`src/rtl/diff_restore_if.sv`:
```
// Operand/result handshake bundle for the bit-serial difference restorer.
// The producer/consumer side uses master; the datapath uses slave.
interface diff_restore_if #(
    parameter int WIDTH = 4
);
    logic             in_valid;
    logic             in_ready;
    logic [WIDTH-1:0] diff;
    logic [WIDTH-1:0] b;
    logic             out_valid;
    logic             out_ready;
    logic [WIDTH-1:0] a_out;
    logic             carry_out;

    modport master (
        output in_valid, diff, b, out_ready,
        input  in_ready, out_valid, a_out, carry_out
    );

    modport slave (
        input  in_valid, diff, b, out_ready,
        output in_ready, out_valid, a_out, carry_out
    );
endinterface

```
`src/rtl/diff_restore.sv`:
```
// Restores a minuend from (diff, b) by adding them bit-serially, LSB first,
// one full-adder step per clock; the result is held until the consumer takes it.
module diff_restore #(
    parameter int WIDTH = 4
) (
    input  logic           clk,
    input  logic           rst,
    diff_restore_if.slave  bus
);
    localparam int CW = (WIDTH > 1) ? $clog2(WIDTH) : 1;
    localparam logic [CW-1:0] LAST = CW'(WIDTH - 1);

    typedef enum logic [1:0] {IDLE, ADD, DONE} state_t;

    state_t state, next_state;

    logic [WIDTH-1:0] d_sr, b_sr, res_sr, a_reg;
    logic [WIDTH-1:0] res_nxt;
    logic [CW-1:0]    cnt;
    logic             carry, carry_reg;
    logic             in_ready_reg, out_valid_reg;
    logic             in_ready_nxt, out_valid_nxt;
    logic             accept, release_out, last_bit, sum_bit, carry_nxt;

    assign accept      = bus.in_valid && in_ready_reg;
    assign release_out = out_valid_reg && bus.out_ready;
    assign last_bit    = (cnt == LAST);
    assign sum_bit     = d_sr[0] ^ b_sr[0] ^ carry;
    assign carry_nxt   = (d_sr[0] & b_sr[0]) | (d_sr[0] & carry) | (b_sr[0] & carry);
    assign res_nxt     = {sum_bit, res_sr[WIDTH-1:1]};

    always_ff @(posedge clk) begin
        if (rst) begin
            state <= IDLE;
        end else begin
            state <= next_state;
        end
    end

    always_comb begin
        next_state = state;
        case (state)
            IDLE:    if (accept)      next_state = ADD;
            ADD:     if (last_bit)    next_state = DONE;
            DONE:    if (release_out) next_state = IDLE;
            default:                  next_state = IDLE;
        endcase
    end

    // Handshake flags decode the upcoming state so they line up with it exactly.
    always_comb begin
        in_ready_nxt  = (next_state == IDLE);
        out_valid_nxt = (next_state == DONE);
    end

    always_ff @(posedge clk) begin
        if (rst) begin
            in_ready_reg  <= 1'b1;
            out_valid_reg <= 1'b0;
        end else begin
            in_ready_reg  <= in_ready_nxt;
            out_valid_reg <= out_valid_nxt;
        end
    end

    always_ff @(posedge clk) begin
        if (rst) begin
            d_sr      <= '0;
            b_sr      <= '0;
            res_sr    <= '0;
            cnt       <= '0;
            carry     <= 1'b0;
            a_reg     <= '0;
            carry_reg <= 1'b0;
        end else begin
            case (state)
                IDLE: begin
                    if (accept) begin
                        d_sr   <= bus.diff;
                        b_sr   <= bus.b;
                        res_sr <= '0;
                        cnt    <= '0;
                        carry  <= 1'b0;
                    end
                end
                ADD: begin
                    d_sr   <= d_sr >> 1;
                    b_sr   <= b_sr >> 1;
                    res_sr <= res_nxt;
                    carry  <= carry_nxt;
                    cnt    <= cnt + CW'(1);
                    // Visible outputs change only as the final bit completes.
                    if (last_bit) begin
                        a_reg     <= res_nxt;
                        carry_reg <= carry_nxt;
                    end
                end
                default: ;
            endcase
        end
    end

    assign bus.in_ready  = in_ready_reg;
    assign bus.out_valid = out_valid_reg;
    assign bus.a_out     = a_reg;
    assign bus.carry_out = carry_reg;
endmodule
```
`src/flat_wrapper.sv`:
```
// flat-port wrapper written by rule: the top's interface ports become plain ports
module diff_restore_flat 
#(
    parameter int WIDTH = 4
)
  (clk, rst, bus_in_valid, bus_diff, bus_b, bus_out_ready, bus_in_ready, bus_out_valid, bus_a_out, bus_carry_out);
  diff_restore_if #(.WIDTH(WIDTH)) bus_i ();
  input  logic clk;
  input  logic rst;
  input wire logic [$bits(bus_i.in_valid)-1:0] bus_in_valid;
  input wire logic [$bits(bus_i.diff)-1:0] bus_diff;
  input wire logic [$bits(bus_i.b)-1:0] bus_b;
  input wire logic [$bits(bus_i.out_ready)-1:0] bus_out_ready;
  output wire logic [$bits(bus_i.in_ready)-1:0] bus_in_ready;
  output wire logic [$bits(bus_i.out_valid)-1:0] bus_out_valid;
  output wire logic [$bits(bus_i.a_out)-1:0] bus_a_out;
  output wire logic [$bits(bus_i.carry_out)-1:0] bus_carry_out;
  assign bus_i.in_valid = bus_in_valid;
  assign bus_i.diff = bus_diff;
  assign bus_i.b = bus_b;
  assign bus_i.out_ready = bus_out_ready;
  assign bus_in_ready = bus_i.in_ready;
  assign bus_out_valid = bus_i.out_valid;
  assign bus_a_out = bus_i.a_out;
  assign bus_carry_out = bus_i.carry_out;
  diff_restore #(.WIDTH(WIDTH)) u_core (.clk(clk), .rst(rst), .bus(bus_i));
endmodule
```
`config.mk`:
```
export PLATFORM = sky130hd
export DESIGN_NAME = diff_restore_flat
export DESIGN_NICKNAME = d
export VERILOG_FILES = /design/src/rtl/diff_restore_if.sv /design/src/rtl/diff_restore.sv /design/src/flat_wrapper.sv
export SDC_FILE = /design/constraint.sdc
export NUM_CORES = 1
export LEC_CHECK = 0
export ABC_AREA = 1
export ABC_CLOCK_PERIOD_IN_PS = 2000
export CAP_MARGIN = 5
export CORE_UTILIZATION = 48
export DETAILED_ROUTE_END_ITERATION = 8
export GPL_TIMING_DRIVEN = 0
export MAX_ROUTING_LAYER = met4
export PLACE_DENSITY = 0.74
export SLEW_MARGIN = 30
export SYNTH_ARGS = -nofsm -noshare
export SYNTH_HDL_FRONTEND = slang
export SYNTH_SLANG_ARGS = --single-unit
```
`constraint.sdc`:
```
create_clock -name clk -period 2 [get_ports clk]
set_input_delay 0.2 -clock clk [delete_from_list [all_inputs] [get_ports clk]]
set_output_delay 0.2 -clock clk [all_outputs]
set_load 0.005 [all_outputs]
```
# Word-level counts from Yosys, hierarchy flattened
# Cells that the tools add are included.
# classes
addsub,1
eq_ne,5
muxes,14
bitwise_logic,7
n_reduce_logical,7
# ops
op,count
4-bit one-hot mux with 2 select lines,3
4-bit two-way mux,3
2-bit two-way mux,4
2-bit == test (second input constant),3
2-bit one-hot mux with 3 select lines,1
2-bit zero test,2
2-bit one-hot mux with 2 select lines,1
2-bit AND reduction,2
1-bit AND,3
2-bit by 1-bit adder with 2-bit output (second input constant),1
2-bit by 1-bit == test with 1-bit output (second input constant),1
1-bit logical AND,2
2-bit by 1-bit inequality test with 1-bit output (second input constant),1
1-bit bitwise OR,2
1-bit one-hot mux with 2 select lines,1
2-bit nonzero test,1
1-bit XOR,2
1-bit two-way mux,1
# word_totals
ff_bits,24
in_bits,12
output_inout_bits,7
word_cells,44

# Depth between registers and ports, before layout
# logic_depth
depth_word,4
depth_mapped,7

# Worst setup path after synthesis
# No wires, ideal clock.
# synth_timing
path_kind,flip-flop to flip-flop
start,register u_core.carry
end,register u_core.res_sr[3]
t_arrival_ns,1.052
required_time_ns,1.864
setup_slack_ns,0.812
stages_incl_launch_ff,6
path_buffers,0
path_cell_list,dfxtp_1 -> inv_1 -> fa_1 -> inv_1 -> nand2_1 -> a21oi_2
# synth_via
elab_chain_cells,2
# synth_rtl
item,line,rtl
start: declaration,diff_restore.sv:20,"logic carry, carry_reg;"
start signal: assignment,diff_restore.sv:90,carry <= carry_nxt;
1-bit XOR,diff_restore.sv:28,assign sum_bit = d_sr[0] ^ b_sr[0] ^ carry;
4-bit one-hot mux with 2 select lines,diff_restore.sv:76,case (state)
end signal: assignment,diff_restore.sv:89,res_sr <= res_nxt;
end: declaration,diff_restore.sv:17,"logic [WIDTH-1:0] d_sr, b_sr, res_sr, a_reg;"
# Every way passes these cells.
# A chain may end at the register's enable or synchronous reset.

# Worst setup path after layout
# layout_timing
start,"register u_core.in_ready_reg, in the netlist u_core.bus.in_ready"
end,output port bus_in_ready
# layout_rtl
item,line,rtl
start: declaration,diff_restore.sv:21,"logic in_ready_reg, out_valid_reg;"
start signal: assignment,diff_restore.sv:61,in_ready_reg <= in_ready_nxt;
end: declaration,flat_wrapper.sv:14,output wire logic [$bits(bus_i.in_ready)-1:0] bus_in_ready;
# No word-level cell between the ends.

==> results_dict.tcl <==
set metrics [dict create \
    seqCellArea_um2 460.4 \
    status "complete, no violations" \
    maxCapViolCount 0 \
    min_period_ns 1.465 \
    grt_usage_pct 22.09 \
    skew_ns 0.003423 \
    drive_above_1_share_pct 21.43 \
    grt_pass1_vias 1004 \
    cts_tree "built" \
    crit_start "u_core.bus.in_ready" \
    path_class "flip-flop to output pin" \
    clk_pin_slew_ns 0.13 \
    reg2reg_slack_ns 0.69 \
    dieWidth_um 50.65 \
    cpLargestDelayFamily "buffers and inverters" \
    multi_input_area_um2 568.0 \
    hp-class "input port to flip-flop" \
    design_area_um2 1379 \
    clk_path_buf_depth 2 \
    die-area_um2 2565 \
    final_cells 196 \
    diodes 0 \
    start_kind "flip-flop" \
    drt-total-wl_um 2372 \
    place_area_um2 1351 \
    crit_buf_inv 1 \
    setup_violations 0 \
    crit_fanout 3 \
    vias 971 \
    tns_ns 0 \
    routedWlPerCell_um 12.10 \
    cts_setup_buffers 0 \
    syn-num-nets 160 \
    core_um2 2212 \
    chipHeight_um 50.65 \
    fin_crit_sh_pct 73.26 \
    clock-sinks 23 \
    crit_slowest_cell "clkdlybuf4s50_1" \
    reg2reg_depth 5 \
    grt_antenna_before_repair 0 \
    cp.arrival_ns 1.27 \
    cts-resized-gates 0 \
    power_density_nw_per_um2 663.8 \
    syn_inst 146 \
    cts_made_buffers 3 \
    required_ns 1.80 \
    r2r-start "u_core.carry" \
    layout_commonest_cell "nand2_1" \
    clk_latency_ns 0.32 \
    h-tree-depth 1 \
    place_ws_ns 0.5082 \
    drcViolationCount 0 \
    final-hold-violation-count 0 \
    grt_max_degree 14 \
    dp_hpwl_um 1681 \
    port_buffers 18 \
    rsz0062_at_grt "false" \
    worstReg2RegEnd "u_core.res_sr[3]" \
    grt_pass1_wl_um 4126 \
    layout_common_cells "nand2_1 (34), dfxtp_1 (23), nor2_1 (20), clkdlybuf4s50_1 (18), nand3_1 (14)" \
    fp-row-count 17 \
    ant_nets 0 \
    io_pins 19 \
    area_delta_synth_final_pct 21.37 \
    slew_headroom_pct 60.56 \
    via_per_inst 4.954 \
    yosysUniqueCellTypes 22 \
    cp-end-kind "output pin" \
    fin_nets 183 \
    hold-path-endpoint "u_core.b_sr[3]" \
    dp.cells 192 \
    start_util_pct 51.36 \
    p_leak_nw 0.5819 \
    seq_area_frac_synth_pct 40.53 \
    drt_pre_antenna_iters 4 \
    min-delay-start "bus_b[3]" \
    avgSynthCellArea_um2 7.781 \
    worst_slew_pin_slew_ns 0.5916 \
    gp_congestion 0.7758 \
    hold_buffers 0 \
    synth-seq-cells 23 \
    grt_overflow_total 0 \
    max_freq_ghz 0.6825 \
    drt_iter0_markers 16 \
    setup_ws_ns 0.5347 \
    whs_ns 0.4570 \
    ir_drop_v 0.0004005 \
    synth_warnings 0 \
    fill_cells 203 \
    whs_path_depth 3 \
    crit_chain "clkdlybuf4s50_1" \
    timing.final.max_slew_violations 0 \
    cpPeakStageDelay_ns 0.53 \
    cts-root-buf "clkbuf_4" \
    netlist_area_um2 1136 \
]
[logic make-up after synthesis]
family	after synthesis	share of synthesized area, %
compound gates	14	8.480
fa+ha+maj	2	2.863
buf+inv	20	9.471
flops	23	40.53
simple gates	87	38.66
[per-stage QoR]
stage	util (%)	power, mW
floorplan	-	0.6407
global placement	61.09	0.6927
detailed placement	61.09	0.7000
CTS	62.33	0.9219
global route	62.33	0.9581
finish	62.33	0.9152
[synth_stat cells]
library cell	n	area (um^2)
nand2_2	2	12.51
nor2_4	1	11.26
nor2_2	7	43.79
a21oi_2	7	61.31
nor2_1	20	75.07
nand3_1	14	70.07
buf_4	1	7.510
o21ai_0	4	20.02
nand3_4	1	17.52
inv_2	1	3.750
nand2_4	1	11.26
fa_1	1	20.02
a21oi_1	3	15.01
nand3_2	7	70.07
buf_6	2	22.52
dfxtp_1	23	460.4
inv_4	1	6.260
ha_1	1	12.51
inv_1	12	45.04
buf_8	1	15.01
clkbuf_1	2	7.510
nand2_1	34	127.6
[cell type report]
| class | instances | share of cell area (%) |
|---|---|---|
| clock buffers | 3 | 1.633 |
| multi-input cells | 103 | 41.20 |
| well taps | 28 | 2.541 |
| clock inverters | 1 | 0.3630 |
| repair buffers | 18 | 13.07 |
| inverters | 14 | 3.993 |
| flip-flops and latches | 23 | 33.39 |
| plain buffers | 6 | 3.811 |
[routing by layer]
| metal | routed length [um] | global-route usage, % | vias to the layer above | share of wire, % |
|---|---|---|---|---|
| met2 | 1153 | 38.89 | 16 | 49 |
| met1 | 1129 | 24.34 | 451 | 48 |
| met4 | 31 | 9.722 | 0 | 1.3 |
| met5 | 0 | - | - | 0 |
| li1 | - | - | 500 | - |
| met3 | 57 | 3.636 | 4 | 2.4 |
[power breakdown]
group | internal (mW) | leakage, nW | switching [mW]
sequential | 0.484 | 0.188 | 0.0153
clock | 0.0749 | 0.0177 | 0.150
combinational | 0.0827 | 0.376 | 0.108
total | 0.641 | 0.582 | 0.274
[how the worst max path moves through the flow]
stage | to | slack, ns | depth (start not counted)
2_1_floorplan | u_core.res_sr[3] | 0.81 | 5
6_report | bus_in_ready | 0.53 | 1
5_1_grt | bus_in_ready | 0.49 | 1
3_3_place_gp | u_core.bus.out_valid | 0.52 | 3
3_5_place_dp | u_core.bus.out_valid | 0.51 | 3
4_1_cts | bus_in_ready | 0.51 | 1
(Power assumes the default switching activity.)
